<file path="src/rtl/onehot_dec_seq.sv">
// rtl/onehot_dec_seq.sv - FIFO-buffered code-to-one-hot decoder with hold timer; optional self-check under DEC_CHECK_EN
//
// Codes arrive over a valid/ready handshake into a small FIFO. Each code is shown
// as a one-hot word on y for HOLD_CYCLES cycles (legal 1..255). Consecutive words
// follow each other with no zero gap. done pulses once when the queue drains.
// FIFO_DEPTH must be a power of two, minimum 2.
// Define DEC_CHECK_EN to build the re-encoding checker behind chk_err.
module onehot_dec_seq #(
  parameter int CODE_W      = 3,
  parameter int HOLD_CYCLES = 4,
  parameter int FIFO_DEPTH  = 4
) (
  input  logic                          clk,
  input  logic                          rst,
  input  logic [CODE_W-1:0]             in_code,
  input  logic                          in_valid,
  output logic                          in_ready,
  output logic [(2**CODE_W)-1:0]        y,
  output logic                          y_valid,
  output logic                          done,
  output logic [$clog2(FIFO_DEPTH):0]   fifo_count,
  output logic                          chk_err
);

  localparam int OUT_W = 2**CODE_W;
  localparam int PTR_W = $clog2(FIFO_DEPTH);
  localparam int CNT_W = PTR_W + 1;

  localparam logic [CNT_W-1:0] DEPTH_C   = CNT_W'(FIFO_DEPTH);
  localparam logic [7:0]       HOLD_LOAD = 8'(HOLD_CYCLES - 1);
  localparam logic [OUT_W-1:0] ONE_BIT   = OUT_W'(1);

  typedef enum logic {
    IDLE,
    HOLD
  } state_t;

  state_t            state;
  logic [CODE_W-1:0] mem [FIFO_DEPTH];
  logic [PTR_W-1:0]  wr_ptr;
  logic [PTR_W-1:0]  rd_ptr;
  logic [7:0]        timer;
  logic              push;
  logic              pop;
  logic              not_empty;
  logic [CODE_W-1:0] head;

  // Ready only depends on the registered count, so a pop in the same cycle
  // never opens a slot early; held low for as long as reset is asserted.
  assign not_empty = (fifo_count != '0);
  assign in_ready  = !rst && (fifo_count < DEPTH_C);
  assign push      = in_valid && in_ready;
  // In IDLE the timer is always zero, so one condition covers both the
  // first load from IDLE and the back-to-back reload at the end of a hold.
  assign pop       = not_empty && ((state == IDLE) || (timer == 8'd0));
  assign head      = mem[rd_ptr];

  // Storage write: only a real transfer touches the array, so an undriven
  // in_code outside a handshake can never reach the output path.
  always_ff @(posedge clk) begin
    if (push) begin
      mem[wr_ptr] <= in_code;
    end
  end

  // Pointer and occupancy bookkeeping; pointers wrap naturally at the power-of-2 depth.
  always_ff @(posedge clk or posedge rst) begin
    if (rst) begin
      wr_ptr     <= '0;
      rd_ptr     <= '0;
      fifo_count <= '0;
    end else begin
      if (push) begin
        wr_ptr <= wr_ptr + PTR_W'(1);
      end
      if (pop) begin
        rd_ptr <= rd_ptr + PTR_W'(1);
      end
      if (push && !pop) begin
        fifo_count <= fifo_count + CNT_W'(1);
      end else if (pop && !push) begin
        fifo_count <= fifo_count - CNT_W'(1);
      end
    end
  end

  // Output sequencer: loads a word, counts down its hold, then chains or drains.
  always_ff @(posedge clk or posedge rst) begin
    if (rst) begin
      state   <= IDLE;
      y       <= '0;
      y_valid <= 1'b0;
      done    <= 1'b0;
      timer   <= '0;
    end else begin
      done <= 1'b0;
      case (state)
        IDLE: begin
          if (pop) begin
            y       <= ONE_BIT << head;
            y_valid <= 1'b1;
            timer   <= HOLD_LOAD;
            state   <= HOLD;
          end else begin
            y       <= '0;
            y_valid <= 1'b0;
          end
        end
        HOLD: begin
          if (timer != 8'd0) begin
            timer <= timer - 8'd1;
          end else if (pop) begin
            y       <= ONE_BIT << head;
            y_valid <= 1'b1;
            timer   <= HOLD_LOAD;
          end else begin
            y       <= '0;
            y_valid <= 1'b0;
            done    <= 1'b1;
            state   <= IDLE;
          end
        end
        default: begin
          state <= IDLE;
        end
      endcase
    end
  end

`ifdef DEC_CHECK_EN
  logic [CODE_W-1:0] cur_code;
  logic [CODE_W-1:0] enc;
  logic [CODE_W:0]   ones;

  // Remember the code behind the word currently on y, for comparison.
  always_ff @(posedge clk or posedge rst) begin
    if (rst) begin
      cur_code <= '0;
    end else if (pop) begin
      cur_code <= head;
    end
  end

  // Re-encode y (highest set bit wins) and count its set bits.
  always_comb begin
    enc  = '0;
    ones = '0;
    for (int i = 0; i < OUT_W; i++) begin
      if (y[i]) begin
        enc  = CODE_W'(i);
        ones = ones + (CODE_W+1)'(1);
      end
    end
  end

  // Sticky error: a shown word that is not one-hot or does not match its code.
  always_ff @(posedge clk or posedge rst) begin
    if (rst) begin
      chk_err <= 1'b0;
    end else if (y_valid && ((enc != cur_code) || (ones != (CODE_W+1)'(1)))) begin
      chk_err <= 1'b1;
    end
  end
`else
  assign chk_err = 1'b0;
`endif

endmodule

</file>
<file path="config.mk">
export PLATFORM = sky130hd
export DESIGN_NAME = onehot_dec_seq
export DESIGN_NICKNAME = d
export VERILOG_FILES = /design/src/rtl/onehot_dec_seq.sv
export SDC_FILE = /design/constraint.sdc
export NUM_CORES = 1
export LEC_CHECK = 0
export BUFFER_PORTS_ARGS = -buffer_cell sky130_fd_sc_hd__buf_2
export CORE_MARGIN = 3
export CORE_UTILIZATION = 55
export DETAILED_ROUTE_END_ITERATION = 16
export GPL_ROUTABILITY_DRIVEN = 0
export HOLD_SLACK_MARGIN = 0.03
export PLACE_DENSITY = 0.78
export SKIP_LAST_GASP = 1
export SYNTH_ARGS = -nofsm -noshare
export SYNTH_HDL_FRONTEND = slang
export SYNTH_SLANG_ARGS = --single-unit
</file>
<file path="constraint.sdc">
create_clock -name clk -period 3 [get_ports clk]
set_input_delay 0.45 -clock clk [delete_from_list [all_inputs] [get_ports clk]]
set_output_delay 0.45 -clock clk [all_outputs]
set_load 0.05 [all_outputs]
</file>
* Yosys cells after proc, flatten, opt, wreduce, memory -nomap -nowiden
Memory sizes are Yosys's and may differ from the RTL's.
Index checks and enable logic that the tools add are counted.
Widths: inputs -> output; s select.
** Word-level totals
- Output and inout bits :: 15
- Bits in writable memories :: 12
- Input bits :: 6
- Memories kept :: 1
- Register bits :: 26
- Word-level logic and storage cells :: 49
** Operators by class
- Reduce and logical (&&, ||, !) cells :: 13
- $lt $le $gt $ge :: 1
- Add/subtract/negate cells :: 5
- Shift-type cells :: 1
- Muxes and demuxes :: 18
- Bitwise logic cells :: 1
- Eq/ne operators :: 1
** Memory list
- mem :: depth 4, bits a word 3, rd ports 1, clocked after memory_dff 0, wr ports 1, line 39 : logic [CODE_W-1:0] mem [FIFO_DEPTH];
** Operators with widths (number)
- $mux 8 :: 4
- $pmux 8 s2 :: 2
- $logic_not 8->1 :: 1
- $mux 1 :: 8
- $reduce_bool 8->1 :: 1
- $shl 1x3->8 const A :: 1
- $sub 8x1->8 const B :: 1
- $mux 3 :: 2
- $logic_and 1x1->1 :: 5
- $add 2x1->2 const B :: 2
- $pmux 1 s2 :: 2
- $add 3x1->3 const B :: 1
- $logic_not 1->1 :: 3
- $lt 3x3->1 const B :: 1
- $reduce_bool 3->1 :: 1
- $sub 3x1->3 const B :: 1
- $ne 2x2->1 const B :: 1
- $reduce_bool 2->1 :: 1
- $logic_or 1x1->1 :: 1
- $not 1->1 :: 1

* Logic depth before layout (Yosys ltp)
Gate-level depths: netlist (run 1).
- Word-level depth :: 7
- Gate-level depth with buffers :: 11
- Gate-level depth less buffers :: 11

* Least setup slack after synthesis (run 1)
No wires, ideal clock.
- Path kind :: reg2reg
- From :: register fifo_count[2]
- To :: register fifo_count[2]
- Data required time :: 2.918 ns
- Path buffers :: 0
- Clock period less this slack :: 2.837 ns
- Setup time :: 0.082 ns
- Cell stages (with the launch flop) :: 9
- Path slack :: 0.163 ns
- Arrival time :: 2.755 ns
- Cells stage by stage :: dfrtp_1 -> nor2_1 -> and2_0 -> ha_1 -> inv_1 -> fa_1 -> xor2_1 -> nor2_1 -> xor2_1
** Between the ends
- Cells in the longest elaborated chain, start to end :: 6
- Elaborated cells on any way between the ends :: 14
- Classes of those cells :: 2 x add/sub; 1 x order compare; 2 x mux; 9 x reduce/logical
** RTL lines
- start, declared :: line 21 : output logic [$clog2(FIFO_DEPTH):0] fifo_count,
- start signal, assigned :: line 80 : fifo_count <= fifo_count + CNT_W'(1);
- start signal, assigned :: line 82 : fifo_count <= fifo_count - CNT_W'(1);
- $lt 3x3->1 (*) :: line 51 : assign in_ready = !rst && (fifo_count < DEPTH_C);
- $logic_and 1x1->1 (*) :: line 51
- named net in_ready :: line 17 : output logic in_ready,
- $logic_and 1x1->1 (*) :: line 52 : assign push = in_valid && in_ready;
- named net push :: line 43 : logic push;
- $logic_not 1->1 :: line 81 : end else if (pop && !push) begin
- $logic_and 1x1->1 :: line 81
- $reduce_bool 2->1 (no source line)
Mark *: on every way through the listed nets, which the timed path passes. The rest lies on a longest branch. The select of a mux whose other input is x is not followed.
A chain may end at the register's enable or synchronous reset.

* Final worst setup path (run 1)
- From :: register timer[0]
- To :: register fifo_count[1]
** Between the ends
- Cells in the longest elaborated chain, start to end :: 6
- Elaborated cells on any way between the ends :: 8
- Classes of those cells :: 1 x mux; 7 x reduce/logical
** RTL lines
- start, declared :: line 42 : logic [7:0] timer;
- start signal, assigned :: line 111 : timer <= timer - 8'd1;
- $logic_not 8->1 (*) :: line 55 : assign pop = not_empty && ((state == IDLE) || (timer == 8'd0));
- $logic_or 1x1->1 (*) :: line 55
- $logic_and 1x1->1 (*) :: line 55
- $logic_not 1->1 :: line 79 : if (push && !pop) begin
- $logic_and 1x1->1 :: line 79
- $mux 3 / $reduce_bool 2->1 (equally long branches)
Every way passes the cells marked *; elsewhere a longest branch is shown, timed or not.

==> results of run 1 <==
-- state kept, by name (all words and copies together), names as in the netlist --
| signal | flops |
|---|---|
| mem | 12 |
| timer | 8 |
| y | 8 |
| fifo_count | 3 |
| rd_ptr | 2 |
| wr_ptr | 2 |
| done | 1 |
| state | 1 |
| y_valid | 1 |
-- cell usage after synthesis, drive strengths merged --
| library cell | n |
|---|---|
| a22o | 2 |
| nor2 | 3 |
| xor2 | 2 |
| a32o | 2 |
| conb | 1 |
| buf | 1 |
| o31ai | 3 |
| nor2b | 1 |
| xnor2 | 4 |
| mux2i | 2 |
| or4b | 1 |
| o22ai | 1 |
| clkbuf | 3 |
| nor3b | 2 |
| and2 | 1 |
| inv | 7 |
| a21oi | 3 |
| nor4 | 1 |
| nand2b | 3 |
| o211ai | 1 |
| nand3 | 2 |
| dfrtp | 26 |
| nor4b | 1 |
| o21ai | 10 |
| nor3 | 6 |
| fa | 1 |
| ha | 6 |
| mux2 | 2 |
| edfxtp | 12 |
| a21o | 1 |
| nand2 | 12 |
| mux4 | 3 |
| and3 | 4 |
| a2111o | 1 |
| or3 | 4 |
| o21a | 1 |
-- layer usage --
layer | vias to the layer above | share of wire (%)
li1 | 539 | -
met1 | 546 | 44
met2 | 26 | 49
met3 | 8 | 4.6
met4 | 0 | 1.6
met5 | - | 0
-- per-stage QoR --
step | cell area [um^2] | power (mW) | util, % | hold slack, ns | std cells
CTS | 1881 | 1.936 | 65.92 | 0.3176 | 191
global route | 1881 | 2.060 | 65.92 | 0.3115 | 191
global placement | 1832 | 1.651 | 64.21 | 0.4589 | 183
floorplan | 1709 | 1.492 | - | 0.4688 | 136
detailed placement | 1832 | 1.690 | 64.21 | 0.4604 | 183
finish | 1881 | 1.918 | 65.92 | 0.3260 | 191
-- power groups by stage --
stage / logic, mW / registers, mW / clock network, mW
6_report: 0.816 / 0.860 / 0.242
5_1_grt: 0.889 / 0.893 / 0.278
4_1_cts: 0.821 / 0.860 / 0.255
3_5_place_dp: 0.818 / 0.871 / 0
3_3_place_gp: 0.794 / 0.857 / 0
2_1_floorplan: 0.409 / 1.08 / 0
-- kinds of logic (layout without fill, tap and decap cells) --
logic type,after synthesis,count (layout)
compound gates,25,25
xor+xnor,6,6
fa+ha+maj,7,7
buf+inv,11,35
flops,38,38
mux,7,7
other cells,1,1
simple gates,41,41
-- how the worst min path moves through the flow --
stage	cells after the start	to	slack (ns)	start
after floorplan	1	timer[0]	0.47	timer[0]
after global placement	2	y[6]	0.46	y[6]
after detailed placement	2	y[1]	0.46	y[1]
after CTS	1	mem[2][0]	0.32	in_code[0]
after global routing	1	mem[2][0]	0.31	in_code[0]
final	2	wr_ptr[0]	0.33	rst
-- critical path, delay by kind of cell, from the launching register on --
kind | cells | cell delay [ns]
DFF | 1 | 0.42
muxes | 1 | 0.27
buffers and inverters | 2 | 0.14
and+or+nand+nor | 2 | 0.72
adders and majority gates | 3 | 0.88
AOI/OAI and AO/OA | 1 | 0.27
-- cell type report --
class | count | area share (%)
clock buffer | 8 | 2.595
timing repair buffer | 20 | 5.456
inverter | 7 | 1.397
sequential | 38 | 53.76
tap | 31 | 2.063
multi-input combinational | 87 | 34.73
==> flow_summary.rst, run 1 <==
.. list-table::
   :header-rows: 1

   * - Metric
     - Value
   * - Maximum vdd drop
     - 0.6287 mV
   * - Most area-consuming cells after synthesis
     - dfrtp_1 (38%), edfxtp_1 (21%), ha_1 (4.4%)
   * - DRC violation count after routing
     - 0
   * - Combinational share of power
     - 42.5%
   * - Net switching power figure
     - approximately 850 uW
   * - Top cell type by total area after synthesis
     - dfrtp_1
   * - Count of unique library cells instantiated by Yosys
     - 38
   * - Die Span X
     - 61.75 um
   * - Synthesized flop and latch total
     - 38
   * - Fraction of power spent switching nets
     - 44.20%
   * - Number of buffers added by the clock tree synthesis step
     - 5
   * - Critical Path End
     - fifo_count[1]
   * - Maximum number of pins on one net before global-route repair
     - 27
   * - DRC violation total after the first TritonRoute iteration
     - 58
   * - Global-route wire length before repair
     - 4850 um
   * - Final clock period utilization by the worst path
     - 93.10%
   * - Warnings, synthesis
     - 0
   * - Tightest Hold Check Type
     - primary input to async pin
   * - Number of antenna violations at the first check in global routing
     - 0
   * - Final antenna diode count
     - 0
   * - Layout Skew
     - 0.01291 ns
   * - Vias per std cell
     - a little under 6
   * - Path depth of the worst reg2reg path
     - 9
   * - Area fraction of the dominant cell type after synthesis
     - 38.07%
   * - Hold-fix buffer count after cts
     - 0
   * - Global-route usage over all layers
     - 18.07%
   * - Buffers inserted during post-CTS setup optimization
     - 0
   * - Vias after detailed routing
     - 1119
   * - Total number of H-tree levels
     - 2
   * - Critical Path Source
     - timer[0]
   * - Share of layout cells above drive strength 1
     - 20.00%
   * - Startpoint of the lowest-slack register-to-register path
     - timer[0]
   * - Achievable Freq
     - 358.0 MHz
   * - Commonest non-fill, non-tap cells in the layout
     - dfrtp_1 (26), buf_2 (19), nand2_1 (12), edfxtp_1 (12), o21ai_0 (9)
   * - Layout area overhead
     - 10.03%
   * - Commonest non-fill, non-tap cell in the layout
     - dfrtp_1
   * - Met1 track demand over resource in global routing
     - 24.45%
   * - Endpoint of the lowest-slack register-to-register path
     - fifo_count[1]
   * - Startpoint-to-endpoint class of the critical path
     - register to register
   * - Status
     - finished, final reports clean
   * - CTS Buffer Depth
     - 2
   * - CTS tree
     - yes
   * - Via count of the first global-routing pass
     - 1048
   * - Final routed wire length divided by cell count
     - 15.42 um
   * - Worst path max stage delay
     - 0.53 ns
   * - Period minus WS final
     - roughly 2.8 ns
   * - Post-layout nets
     - 172
   * - Number of antenna-violating nets in the routed design
     - 0
   * - Total nets after synthesis
     - 149
   * - Synthesized-area fraction occupied by ao, oa, aoi and oai cells
     - 9.883%
   * - Clock latency on the worst-skew pair
     - 0.33 ns
   * - Share of synthesized cell area in full adder, half adder and majority cells
     - 5.564%
   * - Number of input and output port buffers inserted
     - 19
   * - Main combinational cell family by area after synthesis
     - simple AND/OR/NAND/NOR gates
   * - Type of origin of the critical path
     - register
   * - Rows
     - 19
   * - Leakage
     - 0.8199 nW
   * - Area used by multi-input combinational logic
     - 653.1 um^2
   * - Die span in y
     - 61.75 um
   * - Part of the power in the clock network
     - 12.6%
   * - Post-Syn Area per Cell
     - 12.57 um^2
   * - Share of the yosys chip area belonging to registers
     - ~59%
   * - Overflow left after global routing
     - 0
   * - Setup total negative slack
     - 0 ns
   * - Final setup vio count
     - 0
   * - Buffer cell driving the clock tree root
     - clkbuf_4
   * - Die footprint
     - 0.003812 mm^2
   * - Post-cts repair resize count
     - 0
   * - Cell type of the slowest stage on the worst timing path
     - or4b_1
   * - Combined flip-flop and latch cell area
     - between 0.001 and 0.0015 mm^2
   * - Mapped Cells
     - 136
   * - RSZ-0062 raised after global routing
     - no
   * - MaxCap Viol Count
     - 0
   * - Seq pwr share
     - 44.8%
   * - Synth Cell Area
     - approximately 0.0017 mm^2
   * - Critical path peak fanout
     - 6
   * - Setup slack after layout
     - 0.2070 ns
   * - Worst Max-Slew Pin Slew
     - slightly below 1 ns
   * - Basic-gate share of the synthesized area counting and, or, nand and nor cells
     - 13.03%
   * - Total clock sinks
     - 38
   * - Floorplan core area
     - between 0.002 and 0.003 mm^2
   * - Internal power contribution
     - around 1.1 mW
   * - Cell area power density
     - just over 1000 mW/mm^2
   * - M2 GR Usage
     - 28.25%
   * - Critical Path Sink Type
     - register
   * - Max-slew violation count
     - 0
   * - Layout fillers
     - 233
   * - Critical Path AT
     - 3.01 ns
   * - Share of synthesized area spent on multiplexers
     - 6.442%
   * - Slew HR
     - 35.19%
   * - Top Usage Layer GRT
     - met2
   * - Clock Pin Slew Worst Setup and Hold Paths
     - approximately 0.11 ns
   * - Met3 track demand over resource in global routing
     - 4.339%
   * - HPWL after detailed placement
     - 2197 um
   * - XOR/XNOR share of the synthesized area
     - approximately 3.1%
   * - Initial DRT Pass Iterations
     - 4
   * - Number of endpoints with negative hold slack in the final report
     - 0
   * - CP required
     - 3.21 ns
   * - Number of primary I/O pins
     - 21
   * - Worst path cell trace
     - inv_1, ha_1, or4b_1, o21ai_2, nand2_1, ha_1, inv_1, fa_1, mux2_2
   * - Starting density of the core
     - around 60%
   * - Worst slack after detailed placement
     - 0.2144 ns
   * - Aggregate routed wire length
     - 2945 um
   * - Worst-case register-to-register setup slack
     - 0.21 ns
(Power assumes the default switching activity.)
==> run 2: changes to the inputs <==
==> constraint.sdc (replaced) <==
create_clock -name clk -period 3.23 [get_ports clk]
set_input_delay 0.4845 -clock clk [delete_from_list [all_inputs] [get_ports clk]]
set_output_delay 0.4845 -clock clk [all_outputs]
set_load 0.05 [all_outputs]
==> flow_summary.rst, run 2 (synthesis results as in run 1) <==
.. list-table::
   :header-rows: 1

   * - Metric
     - Value
   * - Vias per std cell
     - 5.791
   * - Post-cts repair resize count
     - 0
   * - Max-slew violation count
     - 0
   * - Number of buffers added by the clock tree synthesis step
     - 5
   * - RSZ-0062 raised after global routing
     - no
   * - Worst path cell trace
     - inv_1, ha_1, or4b_1, o21ai_2, nand2_1, ha_1, inv_1, fa_1, mux2_2
   * - Final clock period utilization by the worst path
     - a little under nine tenths
   * - Achievable Freq
     - 359.8 MHz
   * - Cell type of the slowest stage on the worst timing path
     - or4b_1
   * - Met1 wire length
     - 1357 um
   * - Rows
     - 19
   * - MaxCap Viol Count
     - 0
   * - Initial DRT Pass Iterations
     - 6
   * - Post-layout nets
     - 172
   * - Final setup vio count
     - 0
   * - Floorplan core area
     - 0.002853 mm^2
   * - Period minus WS final
     - 2.780 ns
   * - Number of endpoints with negative hold slack in the final report
     - 0
   * - Vias after detailed routing
     - 1106
   * - Layout Skew
     - 0.01454 ns
   * - Maximum number of pins on one net before global-route repair
     - 27
   * - Die footprint
     - 0.003812 mm^2
   * - Setup total negative slack
     - 0 ns
   * - Met2 WL
     - 1353 um
   * - Buffers inserted during post-CTS setup optimization
     - 0
   * - Global-route wire length before repair
     - around 4700 um
   * - Critical Path Source
     - timer[0]
   * - Critical path peak fanout
     - 6
   * - Clock Pin Slew Worst Setup and Hold Paths
     - between 0.1 and 0.15 ns
   * - Aggregate routed wire length
     - 2852 um
   * - Via count of the first global-routing pass
     - 1019
   * - Number of primary I/O pins
     - 21
   * - DRC violation total after the first TritonRoute iteration
     - 68
   * - Commonest non-fill, non-tap cells in the layout
     - dfrtp_1 (26), buf_2 (19), nand2_1 (12), edfxtp_1 (12), o21ai_0 (9)
   * - Area used by multi-input combinational logic
     - 653.1 um^2
   * - Total number of H-tree levels
     - 2
   * - Type of origin of the critical path
     - register
   * - CTS tree
     - yes
   * - Placed cell count
     - 183
   * - Layout fillers
     - between 200 and 250
   * - Number of antenna-violating nets in the routed design
     - 0
   * - Startpoint-to-endpoint class of the critical path
     - register to register
   * - DRC violation count after routing
     - 0
   * - Startpoint of the lowest-slack hold path
     - in_code[1]
   * - Worst path max stage delay
     - ~0.51 ns
   * - Buffer cell driving the clock tree root
     - clkbuf_4
   * - Combined flip-flop and latch cell area
     - 0.001011 mm^2
   * - Part of the power in the clock network
     - 14.2%
   * - Number of antenna violations at the first check in global routing
     - 0
   * - Slew HR
     - about 33%
   * - CP required
     - 3.45 ns
   * - Total clock sinks
     - 38
   * - Net switching power figure
     - approximately 800 uW
   * - CTS Buffer Depth
     - 2
   * - Final antenna diode count
     - 0
   * - Critical Path Sink Type
     - register
   * - Top Metal Used
     - met4
   * - Starting density of the core
     - 59.91%
   * - Status
     - finished, final reports clean
   * - HPWL after detailed placement
     - 2120 um
   * - Commonest non-fill, non-tap cell in the layout
     - dfrtp_1
   * - Hold-fix buffer count after cts
     - 0
   * - Leading registers by flop count
     - mem (12), timer (8), y (8)
   * - Leakage
     - just over 0.8 nW
   * - Combinational share of power
     - 41.6%
   * - Layout area overhead
     - 10.91%
   * - Register with the most flip-flops
     - mem
   * - Startpoint of the lowest-slack register-to-register path
     - timer[0]
   * - Worst Max-Slew Pin Slew
     - 1.000 ns
   * - Critical Path AT
     - 3.00 ns
   * - Clock latency on the worst-skew pair
     - 0.33 ns
   * - Final routed wire length divided by cell count
     - roughly 15 um
   * - Cell area power density
     - ~950 mW/mm^2
   * - Overflow left after global routing
     - 0
   * - Number of input and output port buffers inserted
     - 19
   * - Max reg flops
     - 12
   * - Tightest Hold Check Type
     - primary input to register
   * - Die span in y
     - 61.75 um
   * - Die Span X
     - 61.75 um
   * - Share of the core filled with cells
     - 66.45%
   * - Internal power contribution
     - 1.009 mW
   * - Share of layout cells above drive strength 1
     - 21.88%
   * - PnR Total Power
     - 1.806 mW
   * - Total length of routed met3 wires
     - 130 um
   * - Seq pwr share
     - 44.1%
   * - Number of non-filler instances in the completed layout
     - 191
   * - Global-route usage over all layers
     - 16.89%
   * - Fraction of power spent switching nets
     - between 40% and 50%
   * - Maximum vdd drop
     - 0.5327 mV
## run 2: cell types whose count changed in the layout (fill, tap and decap cells not counted)
cell,previous run,this run
clkbuf_1,3,0
clkbuf_8,0,1
clkinv_2,0,1
clkinvlp_4,0,1
## run 2: area by class of cell
| class | instances | area share [%] |
|---|---|---|
| well taps | 31 | 2.046 |
| inverters | 7 | 1.386 |
| flip-flops and latches | 38 | 53.33 |
| multi-input cells | 87 | 34.46 |
| clock inverters | 2 | 0.6601 |
| repair buffers | 20 | 5.413 |
| clock buffers | 6 | 2.706 |
## run 2: critical path, delay by kind of cell, from the launching register on
kind	cells	cell delay, ns
buffers and inverters	2	0.14
adder cells (fa/ha/maj)	3	0.85
AO/OA/AOI/OAI	1	0.28
AND/OR/NAND/NOR	2	0.71
multiplexers	1	0.26
flip-flops	1	0.42
## run 2: power by group through the flow
stage	Sequential (mW)	Clock [mW]	Combinational [mW]
after floorplan	1.01	0	0.380
after CTS	0.796	0.266	0.758
after global placement	0.796	0	0.737
after detailed placement	0.809	0	0.755
after global routing	0.823	0.287	0.829
final	0.797	0.257	0.751
## run 2: stage by stage
stage / cell area (um^2) / hold WS, ns / setup WS [ns]
after floorplan: 1709 / 0.4688 / 0.3929
after global placement: 1832 / 0.4597 / 0.5873
after detailed placement: 1832 / 0.4668 / 0.4725
after CTS: 1896 / 0.3516 / 0.4534
after global routing: 1896 / 0.3330 / 0.3136
final: 1896 / 0.3660 / 0.4505
## run 2: worst paths after layout
| check | slack (ns) | end | depth (start not counted) |
|---|---|---|---|
| worst max-delay path | 0.45 | fifo_count[1] | 9 |
| worst min-delay path | 0.37 | mem[0][1] | 1 |
| worst max register to register | 0.45 | fifo_count[1] | 9 |
| worst min register to register | 0.49 | y[4] | 2 |
| max in group asynchronous | 2.24 | timer[3] | 2 |
| min in group asynchronous | 0.38 | rd_ptr[0] | 2 |
## run 2: per-layer routing
metal | vias to the layer above | track usage [%]
met5 | - | 0
met4 | 0 | 4.242
met3 | 2 | 6.612
met2 | 24 | 25.41
met1 | 539 | 23.22
li1 | 541 | -
